[src/rtl/unidade_busca.sv]
// Fetch stage of the multicycle RV32I core: owns PC and IR, runs the imem req/ack
// handshake, slices the IR fields and computes/commits the next PC.
module unidade_busca #(
   parameter logic [31:0] RESET_PC = 32'h0000_0000,
   parameter int unsigned TIMEOUT  = 16
) (
   input  logic        clk,
   input  logic        rst,
   input  logic        load_IR,
   input  logic        load_PC,
   input  logic [1:0]  pc_src,
   input  logic        br_taken,
   input  logic [31:0] imme,
   input  logic [31:0] rs1_data,
   output logic        imem_req,
   output logic [31:0] imem_addr,
   input  logic [31:0] imem_rdata,
   input  logic        imem_ack,
   output logic        ir_valid,
   output logic        busy,
   output logic [31:0] pc,
   output logic [31:0] pc_ir,
   output logic [31:0] pc_plus4,
   output logic [31:0] ir,
   output logic [6:0]  opcode,
   output logic [4:0]  rd,
   output logic [2:0]  funct3,
   output logic [4:0]  rs1,
   output logic [4:0]  rs2,
   output logic [6:0]  funct7,
   output logic        fetch_err,
   output logic        misalign_err
);
   localparam logic [31:0] NOP      = 32'h0000_0013;
   localparam logic [15:0] CNT_LAST = 16'(TIMEOUT - 1);

   typedef enum logic [0:0] {F_IDLE = 1'b0, F_REQ = 1'b1} state_t;

   state_t      state_q, state_d;
   logic [31:0] pc_q, pc_d, pc_ir_q, pc_ir_d, ir_q, ir_d, addr_q, addr_d;
   logic [31:0] pend_pc_q, pend_pc_d;
   logic [15:0] cnt_q, cnt_d;
   logic        ir_valid_q, ir_valid_d, fetch_err_q, fetch_err_d;
   logic        misalign_q, misalign_d, pend_q, pend_d;
   logic [31:0] pc_plus4_s, rel_target_s, jalr_sum_s, target_s;
   logic        target_ok_s, fetch_done_s;

   assign pc_plus4_s = pc_ir_q + 32'd4;

   // Next-PC target; every option is relative to pc_ir except the JALR base.
   always_comb begin
      rel_target_s = pc_ir_q + imme;
      jalr_sum_s   = rs1_data + imme;
      case (pc_src)
         2'b00:   target_s = pc_plus4_s;
         2'b01:   target_s = rel_target_s;
         2'b10:   target_s = {jalr_sum_s[31:1], 1'b0};
         2'b11:   target_s = br_taken ? rel_target_s : pc_plus4_s;
         default: target_s = pc_plus4_s;
      endcase
      target_ok_s = (target_s[1:0] == 2'b00);
   end

   // Fetch FSM next state plus PC/IR/error updates.
   always_comb begin
      state_d      = state_q;
      pc_d         = pc_q;
      pc_ir_d      = pc_ir_q;
      ir_d         = ir_q;
      addr_d       = addr_q;
      cnt_d        = cnt_q;
      ir_valid_d   = 1'b0;
      fetch_err_d  = fetch_err_q;
      misalign_d   = misalign_q;
      pend_d       = pend_q;
      pend_pc_d    = pend_pc_q;
      fetch_done_s = 1'b0;
      case (state_q)
         F_IDLE: begin
            if (load_IR && !fetch_err_q) begin
               state_d = F_REQ;
               addr_d  = pc_q;
               cnt_d   = 16'd0;
            end else begin
               state_d = F_IDLE;
            end
            if (load_PC && target_ok_s) begin
               pc_d = target_s;
            end else if (load_PC) begin
               misalign_d = 1'b1;
            end else begin
               pc_d = pc_q;
            end
         end
         F_REQ: begin
            if (imem_ack) begin
               ir_d         = imem_rdata;
               pc_ir_d      = addr_q;
               ir_valid_d   = 1'b1;
               state_d      = F_IDLE;
               fetch_done_s = 1'b1;
            end else if (cnt_q == CNT_LAST) begin
               fetch_err_d  = 1'b1;
               state_d      = F_IDLE;
               fetch_done_s = 1'b1;
            end else begin
               cnt_d = cnt_q + 16'd1;
            end
            if (load_PC && !target_ok_s) begin
               misalign_d = 1'b1;
            end else begin
               misalign_d = misalign_q;
            end
            // A PC commit during a fetch is held back so imem_addr never moves mid-request.
            if (fetch_done_s) begin
               pend_d = 1'b0;
               if (load_PC && target_ok_s) begin
                  pc_d = target_s;
               end else if (pend_q) begin
                  pc_d = pend_pc_q;
               end else begin
                  pc_d = pc_q;
               end
            end else if (load_PC && target_ok_s) begin
               pend_d    = 1'b1;
               pend_pc_d = target_s;
            end else begin
               pend_d = pend_q;
            end
         end
         default: state_d = F_IDLE;
      endcase
   end

   // State and datapath registers.
   always_ff @(posedge clk or posedge rst) begin
      if (rst) begin
         state_q     <= F_IDLE;
         pc_q        <= RESET_PC;
         pc_ir_q     <= RESET_PC;
         ir_q        <= NOP;
         addr_q      <= RESET_PC;
         cnt_q       <= 16'd0;
         ir_valid_q  <= 1'b0;
         fetch_err_q <= 1'b0;
         misalign_q  <= 1'b0;
         pend_q      <= 1'b0;
         pend_pc_q   <= 32'd0;
      end else begin
         state_q     <= state_d;
         pc_q        <= pc_d;
         pc_ir_q     <= pc_ir_d;
         ir_q        <= ir_d;
         addr_q      <= addr_d;
         cnt_q       <= cnt_d;
         ir_valid_q  <= ir_valid_d;
         fetch_err_q <= fetch_err_d;
         misalign_q  <= misalign_d;
         pend_q      <= pend_d;
         pend_pc_q   <= pend_pc_d;
      end
   end

   assign imem_req     = (state_q == F_REQ);
   assign busy         = (state_q == F_REQ);
   assign imem_addr    = addr_q;
   assign ir_valid     = ir_valid_q;
   assign pc           = pc_q;
   assign pc_ir        = pc_ir_q;
   assign pc_plus4     = pc_plus4_s;
   assign ir           = ir_q;
   assign opcode       = ir_q[6:0];
   assign rd           = ir_q[11:7];
   assign funct3       = ir_q[14:12];
   assign rs1          = ir_q[19:15];
   assign rs2          = ir_q[24:20];
   assign funct7       = ir_q[31:25];
   assign fetch_err    = fetch_err_q;
   assign misalign_err = misalign_q;
endmodule

[config.mk]
export PLATFORM = sky130hd
export DESIGN_NAME = unidade_busca
export DESIGN_NICKNAME = d
export VERILOG_FILES = /design/src/rtl/unidade_busca.sv
export SDC_FILE = /design/constraint.sdc
export NUM_CORES = 1
export LEC_CHECK = 0
export CORE_ASPECT_RATIO = 0.5
export CORE_MARGIN = 8
export CORE_UTILIZATION = 40
export CTS_CLUSTER_SIZE = 28
export DETAILED_ROUTE_END_ITERATION = 7
export GPL_TIMING_DRIVEN = 0
export HOLD_SLACK_MARGIN = 0.08
export PLACE_DENSITY = 0.67
export SLEW_MARGIN = 20
export SYNTH_ARGS = -nofsm -noshare
export SYNTH_HDL_FRONTEND = slang
export SYNTH_SLANG_ARGS = --single-unit
[constraint.sdc]
create_clock -name clk -period 6.5 [get_ports clk]
set_input_delay 1.95 -clock clk [delete_from_list [all_inputs] [get_ports clk]]
set_output_delay 1.95 -clock clk [all_outputs]
set_load 0.005 [all_outputs]
# == Word-level counts from Yosys, hierarchy flattened ==
# Cells that the tools add are included.
# totals
register_bits,181
latch_bits,0
mem_bits_rw,0
romBits,0
inputBits,104
output_inout_bits,197
wordCells,73
n_memories,0
# op_classes
addsub,4
multipliers,0
div,0
n_lt_le_gt_ge,0
eq_ne,13
shifts,0
n_mux,26
bitwise,3
n_reduce_logical,16
# op_table
cell,n
32-bit 2-to-1 mux,5
32-bit one-hot mux with 4 select lines,1
32-bit adder,2
32-bit one-hot mux with 2 select lines,1
16-bit 2-to-1 mux,3
"32-bit by 3-bit adder with 32-bit output, second input constant",1
16-bit one-hot mux with 2 select lines,1
"16-bit by 1-bit adder with 16-bit output, second input constant",1
"16-bit by 4-bit == test with 1-bit output, second input constant",1
3-bit AND reduction,5
1-bit 2-to-1 mux,13
"2-bit != test, second input constant",6
2-bit AND reduction,3
"2-bit == test, second input constant",2
2-bit zero test,2
"2-bit by 1-bit != test with 1-bit output, second input constant",2
1-bit one-hot mux with 2 select lines,2
1-bit logical AND,3
"3-bit by 1-bit != test with 1-bit output, second input constant",1
1-bit inverter,3
"2-bit by 1-bit == test with 1-bit output, second input constant",1
1-bit zero test,2
2-bit nonzero test,1

# == Longest topological paths before layout ==
# logic_depth
depth_word,8
mapped_depth,12
depth_no_buf,12

# == Least setup slack after synthesis ==
# No wires, ideal clock.
# synth_path
kind,input to register
start,input port imme[5]
end,"register pc_q[19], in the netlist pc[19]"
setup_time_ns,0.118
arrival_time_ns,4.069
required_time_ns,6.382
setup_slack_ns,2.313
path_stages,10
n_path_buf,0
path_cell_list,ha_1 > o21a_1 > o211a_1 > a211oi_4 > a21oi_2 > or2_4 > xor2_1 > a222oi_1 > a21oi_1 > a21o_1
# synth_between
elab_chain_cells,6
word_cells_on_any_way,8
classes_between,add/sub: 2; mux: 6
# synth_rtl
item,line,rtl
start: declaration,13,"input logic [31:0] imme,"
32-bit adder,52,rel_target_s = pc_ir_q + imme;
32-bit 2-to-1 mux,58,2'b11: target_s = br_taken ? rel_target_s : pc_plus4_s;
32-bit one-hot mux with 4 select lines *,54,case (pc_src)
32-bit 2-to-1 mux,117,if (load_PC && target_ok_s) begin
32-bit 2-to-1 mux,115,if (fetch_done_s) begin
32-bit one-hot mux with 2 select lines *,78,case (state_q)
end signal: assignment,151,pc_q <= pc_d;
end: declaration,40,"logic [31:0] pc_q, pc_d, pc_ir_q, pc_ir_d, ir_q, ir_d, addr_q, addr_d;"
# Every way passes the cells marked *; elsewhere a longest branch is shown, timed or not. The select of a mux whose other input is x is not followed.
# A chain may end at the register's enable or synchronous reset.

# == Final worst setup path ==
# layout_path
start,input port pc_src[1]
end,register pend_pc_q[21]
# layout_between
elab_chain_cells,5
word_cells_on_any_way,8
classes_between,eq/ne: 3; mux: 1; reduce/logical: 4
# layout_rtl
item,line,rtl
start: declaration,11,"input logic [1:0] pc_src,"
2-bit == test (tied with other cells),54,
32-bit one-hot mux with 4 select lines *,54,
2-bit zero test,61,target_ok_s = (target_s[1:0] == 2'b00);
1-bit logical AND,124,end else if (load_PC && target_ok_s) begin
3-bit AND reduction (no line),--,
end signal: assignment,160,pend_pc_q <= pend_pc_d;
end: declaration,41,"logic [31:0] pend_pc_q, pend_pc_d;"
# Every way passes the cells marked *; elsewhere a longest branch is shown, timed or not.

==> impl_results.html <==
<table>
<tr><th>Metric</th><th>Value</th></tr>
<tr><th colspan="2">Power</th></tr>
<tr><td>Standby leakage power</td><td>6.895 nW</td></tr>
<tr><td>Power consumption</td><td>6.421 mW</td></tr>
<tr><td>Power per unit of standard cell area</td><td>396.4 nW/um^2</td></tr>
<tr><td>Max VDD drop</td><td>235.6 uV</td></tr>
<tr><th colspan="2">Synthesis</th></tr>
<tr><td>Cell with the most instances after synthesis</td><td>sky130_fd_sc_hd__dfrtp_1</td></tr>
<tr><td>Top area cells in the synthesized netlist</td><td>sky130_fd_sc_hd__dfrtp_1 37%, sky130_fd_sc_hd__mux2_2 9.5%, sky130_fd_sc_hd__ha_1 6.6%</td></tr>
<tr><td>Proportion of register bits with asynchronous set or reset after synthesis</td><td>100.0%</td></tr>
<tr><td>Post-synthesis net count</td><td>1,452</td></tr>
<tr><td>Compound-Gate Fraction of Synth Area</td><td>18.08%</td></tr>
<tr><td>Cell types with the highest counts after synthesis</td><td>178 x sky130_fd_sc_hd__dfrtp_1, 123 x sky130_fd_sc_hd__a21oi_1, 108 x sky130_fd_sc_hd__nand2_1</td></tr>
<tr><td>Average cell area after synthesis</td><td>9.329 um^2</td></tr>
<tr><td>Main combinational cell family by area after synthesis</td><td>compound AO/OA/AOI/OAI gates</td></tr>
<tr><td>Area share of and/or/nand/nor cells after synthesis</td><td>15.57%</td></tr>
<tr><td>Number of synthesized register bits</td><td>181</td></tr>
<tr><td>Cells after synthesis</td><td>1,283</td></tr>
<tr><td>Proportion of synthesized chip area in sequential cells</td><td>37.87%</td></tr>
<tr><td>Count of synthesis-stage warnings from yosys</td><td>0</td></tr>
<tr><td>Count of cell types in the netlist</td><td>77</td></tr>
<tr><td>Top cell type by total area after synthesis</td><td>sky130_fd_sc_hd__dfrtp_1</td></tr>
<tr><td>Share of Yosys cell area claimed by the top area cell type</td><td>37.22%</td></tr>
<tr><td>XOR/XNOR share of the synthesized area</td><td>6.074%</td></tr>
<tr><td>Prevailing post-synth register cell</td><td>sky130_fd_sc_hd__dfrtp_1</td></tr>
<tr><td>Summed instance area of the synthesized netlist</td><td>11,970 um^2</td></tr>
<tr><td>Number of synthesized flops with an enable pin</td><td>0</td></tr>
<tr><td>Share of synthesized area spent on multiplexers</td><td>10.17%</td></tr>
<tr><td>Adder-cell area share of the yosys netlist</td><td>6.920%</td></tr>
<tr><th colspan="2">Die</th></tr>
<tr><td>Total number of placement rows</td><td>44</td></tr>
<tr><td>Number of primary I/O pins</td><td>301</td></tr>
<tr><td>Die Width</td><td>260.6 um</td></tr>
<tr><td>Floorplan core area</td><td>29,230 um^2</td></tr>
<tr><td>Effective utilization at floorplan</td><td>40.94%</td></tr>
<tr><td>Die height</td><td>138.3 um</td></tr>
<tr><td>Overall die area</td><td>36,050 um^2</td></tr>
<tr><th colspan="2">Worst setup path</th></tr>
<tr><td>Worst Setup End Kind</td><td>flip-flop</td></tr>
<tr><td>Critical path start-end classification</td><td>in -&gt; reg</td></tr>
<tr><td>Data arrival time of the critical path</td><td>6.04 ns</td></tr>
<tr><td>Crit start category</td><td>input pin</td></tr>
<tr><td>Worst-path maximum fanout</td><td>10</td></tr>
<tr><td>Worst path required time</td><td>6.80 ns</td></tr>
<tr><td>Cells on worst reg2reg path</td><td>11</td></tr>
<tr><th colspan="2">GRT</th></tr>
<tr><td>First-pass GRT wire length</td><td>69.43 mm</td></tr>
<tr><td>Vias in the first global route</td><td>11.25k</td></tr>
<tr><td>Antenna violations before repair</td><td>0</td></tr>
<tr><td>Overall overflow remaining after global route</td><td>0</td></tr>
<tr><td>Pin count of the biggest net entering global routing</td><td>35</td></tr>
<tr><td>Global-route total usage across every layer</td><td>24.64%</td></tr>
<tr><th colspan="2">Clocking</th></tr>
<tr><td>Clock tree from TritonCTS</td><td>done</td></tr>
<tr><td>CTS max path bufs</td><td>2</td></tr>
<tr><td>Maximum level of the CTS H-tree</td><td>4</td></tr>
<tr><td>Clock tree root buffer cell</td><td>sky130_fd_sc_hd__clkbuf_16</td></tr>
<tr><td>Setup fix buffers added after clock tree synthesis</td><td>0</td></tr>
<tr><td>PostCTS Resize Cnt</td><td>0</td></tr>
<tr><td>Insertion delay to the later sink of the worst-skew pair</td><td>0.44 ns</td></tr>
<tr><td>Number of hold buffers added after CTS</td><td>0</td></tr>
<tr><td>Clock-pin transition on the worst setup and hold timing paths</td><td>0.07 ns</td></tr>
<tr><td>Number of buffers inserted during clock tree synthesis</td><td>17</td></tr>
<tr><td># clock sinks</td><td>181</td></tr>
<tr><th colspan="2">Placed design</th></tr>
<tr><td>Total half-perimeter wirelength after legalization and detailed placement</td><td>37.41 mm</td></tr>
<tr><td>Port buffer count</td><td>300</td></tr>
<tr><td>Final weighted congestion in routability-driven placement</td><td>0.9305</td></tr>
<tr><th colspan="2">STA</th></tr>
<tr><td>Worst slew slack as a fraction of its limit</td><td>30.25%</td></tr>
<tr><td>RSZ-0062 raised after global routing</td><td>no</td></tr>
<tr><td>Setup skew after layout</td><td>0.01045 ns</td></tr>
<tr><td>Setup TNS</td><td>0 ns</td></tr>
<tr><td>Max Clock Freq</td><td>0.1743 GHz</td></tr>
<tr><td>Total of endpoints with negative setup slack in the final report</td><td>0</td></tr>
<tr><td>Final hold violation count</td><td>0</td></tr>
<tr><td>Number of slew-limit violations in the final report</td><td>0</td></tr>
<tr><td>Worst-Margin Slew</td><td>1.039 ns</td></tr>
<tr><td>Final worst path period need</td><td>5.738 ns</td></tr>
<tr><td>Final clock period utilization by the worst path</td><td>88.28%</td></tr>
<tr><th colspan="2">Detailed routing</th></tr>
<tr><td>DR iter-0 viols</td><td>1,032</td></tr>
<tr><td>Total wire length after detailed routing</td><td>45.77 mm</td></tr>
<tr><td>Number of nets with antenna violations after routing</td><td>0</td></tr>
<tr><td>Vias per Instance</td><td>5.670</td></tr>
<tr><td>Vias</td><td>11.41k</td></tr>
<tr><td>DRC violation count after routing</td><td>0</td></tr>
<tr><td>WL per Instance</td><td>22.75 um</td></tr>
<tr><td>DRT Pass-1 Iters</td><td>5</td></tr>
<tr><th colspan="2">Final layout</th></tr>
<tr><td>Number of fillers in the final layout</td><td>2,557</td></tr>
<tr><td>Final-stage net count</td><td>1,777</td></tr>
<tr><td>Signed area change from the synthesized netlist to the final layout</td><td>35.34%</td></tr>
<tr><td>Antenna cell count</td><td>0</td></tr>
<tr><td>Layout cell share with drive strength beyond 1</td><td>13.08%</td></tr>
<tr><th colspan="2">Run</th></tr>
<tr><td>Max-cap violation count</td><td>0</td></tr>
<tr><th colspan="2">Min path</th></tr>
<tr><td>Depth of the worst hold-timing path</td><td>1</td></tr>
<tr><td>HP Class</td><td>reg -&gt; reg</td></tr>
<tr><th colspan="2">Outcome</th></tr>
<tr><td>Result of the run</td><td>completed</td></tr>
</table>
-- metrics by stage --
step / std cells / hold slack, ns / setup WS, ns / util (%) / instance area (um^2)
finish: 2012 / 0.4887 / 0.7617 / 55.41 / 16200
detailed placement: 1980 / 0.4752 / 0.4825 / 53.31 / 15580
global route: 2012 / 0.5159 / 0.6241 / 55.41 / 16200
global placement: 1974 / 0.4693 / 0.4960 / 52.90 / 15460
floorplan: 1283 / 0.4586 / 2.230 / - / 11970
CTS: 2012 / 0.4930 / 0.9274 / 55.41 / 16200
-- area by class of cell --
| class | count | area [um^2] | area share (%) |
|---|---|---|---|
| Buffer | 89 | 545.5 | 3.368 |
| Clock inverter | 13 | 171.4 | 1.058 |
| Multi-Input combinational cell | 989 | 6800 | 41.98 |
| Tap cell | 391 | 489.2 | 3.020 |
| Clock buffer | 19 | 442.9 | 2.734 |
| Timing Repair Buffer | 306 | 3123 | 19.28 |
| Inverter | 24 | 93.84 | 0.5793 |
| Sequential cell | 181 | 4533 | 27.98 |
-- flip-flops by register name, summed over array words and instances (netlist names) --
signal and cells:
fetch_err 1, pc 32, pc_ir 32, imem_addr 32, pend_pc_q 32, pend_q 1, misalign_err 1, busy 1
ir_valid 1, ir 32, cnt_q 16
-- power breakdown --
group          internal (mW)  switching (mW)  leakage (nW)
registers               1.54           0.492          2.22
clock network          0.621           0.467         0.300
logic                   1.76            1.54          4.37
-- layer usage --
layer,up-vias,GRT usage [%],share of wire [%]
met1,5670,32.41,43
met4,0,6.511,2.1
met3,60,4.923,6.7
met5,-,0,0
met2,387,40.98,48
li1,5291,-,-
-- path summary, 6_finish.rpt --
kind / end / from / slack [ns]
hold reg to reg: pend_pc_q[31] / pend_pc_q[31] / 0.49
max in group asynchronous: cnt_q[9] / rst / 3.49
setup / recovery: pend_pc_q[21] / pc_src[1] / 0.76
setup reg to reg: pend_pc_q[21] / pc_ir[0] / 2.54
min in group asynchronous: ir[28] / rst / 1.89
hold / removal: pend_pc_q[31] / pend_pc_q[31] / 0.49
-- cells by family after synthesis --
kind of cell	Yosys count
adders and majority gates	65
AOI/OAI and AO/OA	353
xor gates and xnor gates	83
and+or+nand+nor	379
DFF	181
buffers and inverters	113
muxes	109
-- critical path, stage by stage --
cell                              delay [ns]
sky130_fd_sc_hd__clkdlybuf4s50_1        0.50
sky130_fd_sc_hd__inv_1                  0.08
sky130_fd_sc_hd__o21ai_1                0.81
sky130_fd_sc_hd__o22ai_1                0.23
sky130_fd_sc_hd__a21oi_1                0.75
sky130_fd_sc_hd__and3_1                 0.25
sky130_fd_sc_hd__buf_2                  0.31
sky130_fd_sc_hd__clkbuf_1               0.65
sky130_fd_sc_hd__buf_2                  0.36
sky130_fd_sc_hd__a21oi_1                0.12
-- layout by cell type (no fill, tap or decap), types with 26 or more instances in the layout --
cell                              netlist  layout
sky130_fd_sc_hd__a21oi_1              123     123
sky130_fd_sc_hd__clkdlybuf4s50_1        0     300
sky130_fd_sc_hd__xnor2_1               44      44
sky130_fd_sc_hd__nand2_1              108     108
sky130_fd_sc_hd__o21ai_0               93      93
sky130_fd_sc_hd__clkbuf_1              37      38
sky130_fd_sc_hd__and3_1                29      29
sky130_fd_sc_hd__mux2_2               101     101
sky130_fd_sc_hd__ha_1                  63      63
sky130_fd_sc_hd__dfrtp_1              178     178
sky130_fd_sc_hd__nand4_1               27      27
sky130_fd_sc_hd__xor2_1                39      39
sky130_fd_sc_hd__nand3_1               26      26
sky130_fd_sc_hd__buf_4                 36      36
sky130_fd_sc_hd__nor2_1                90      90
No activity file was read; power rests on OpenSTA's default activity.
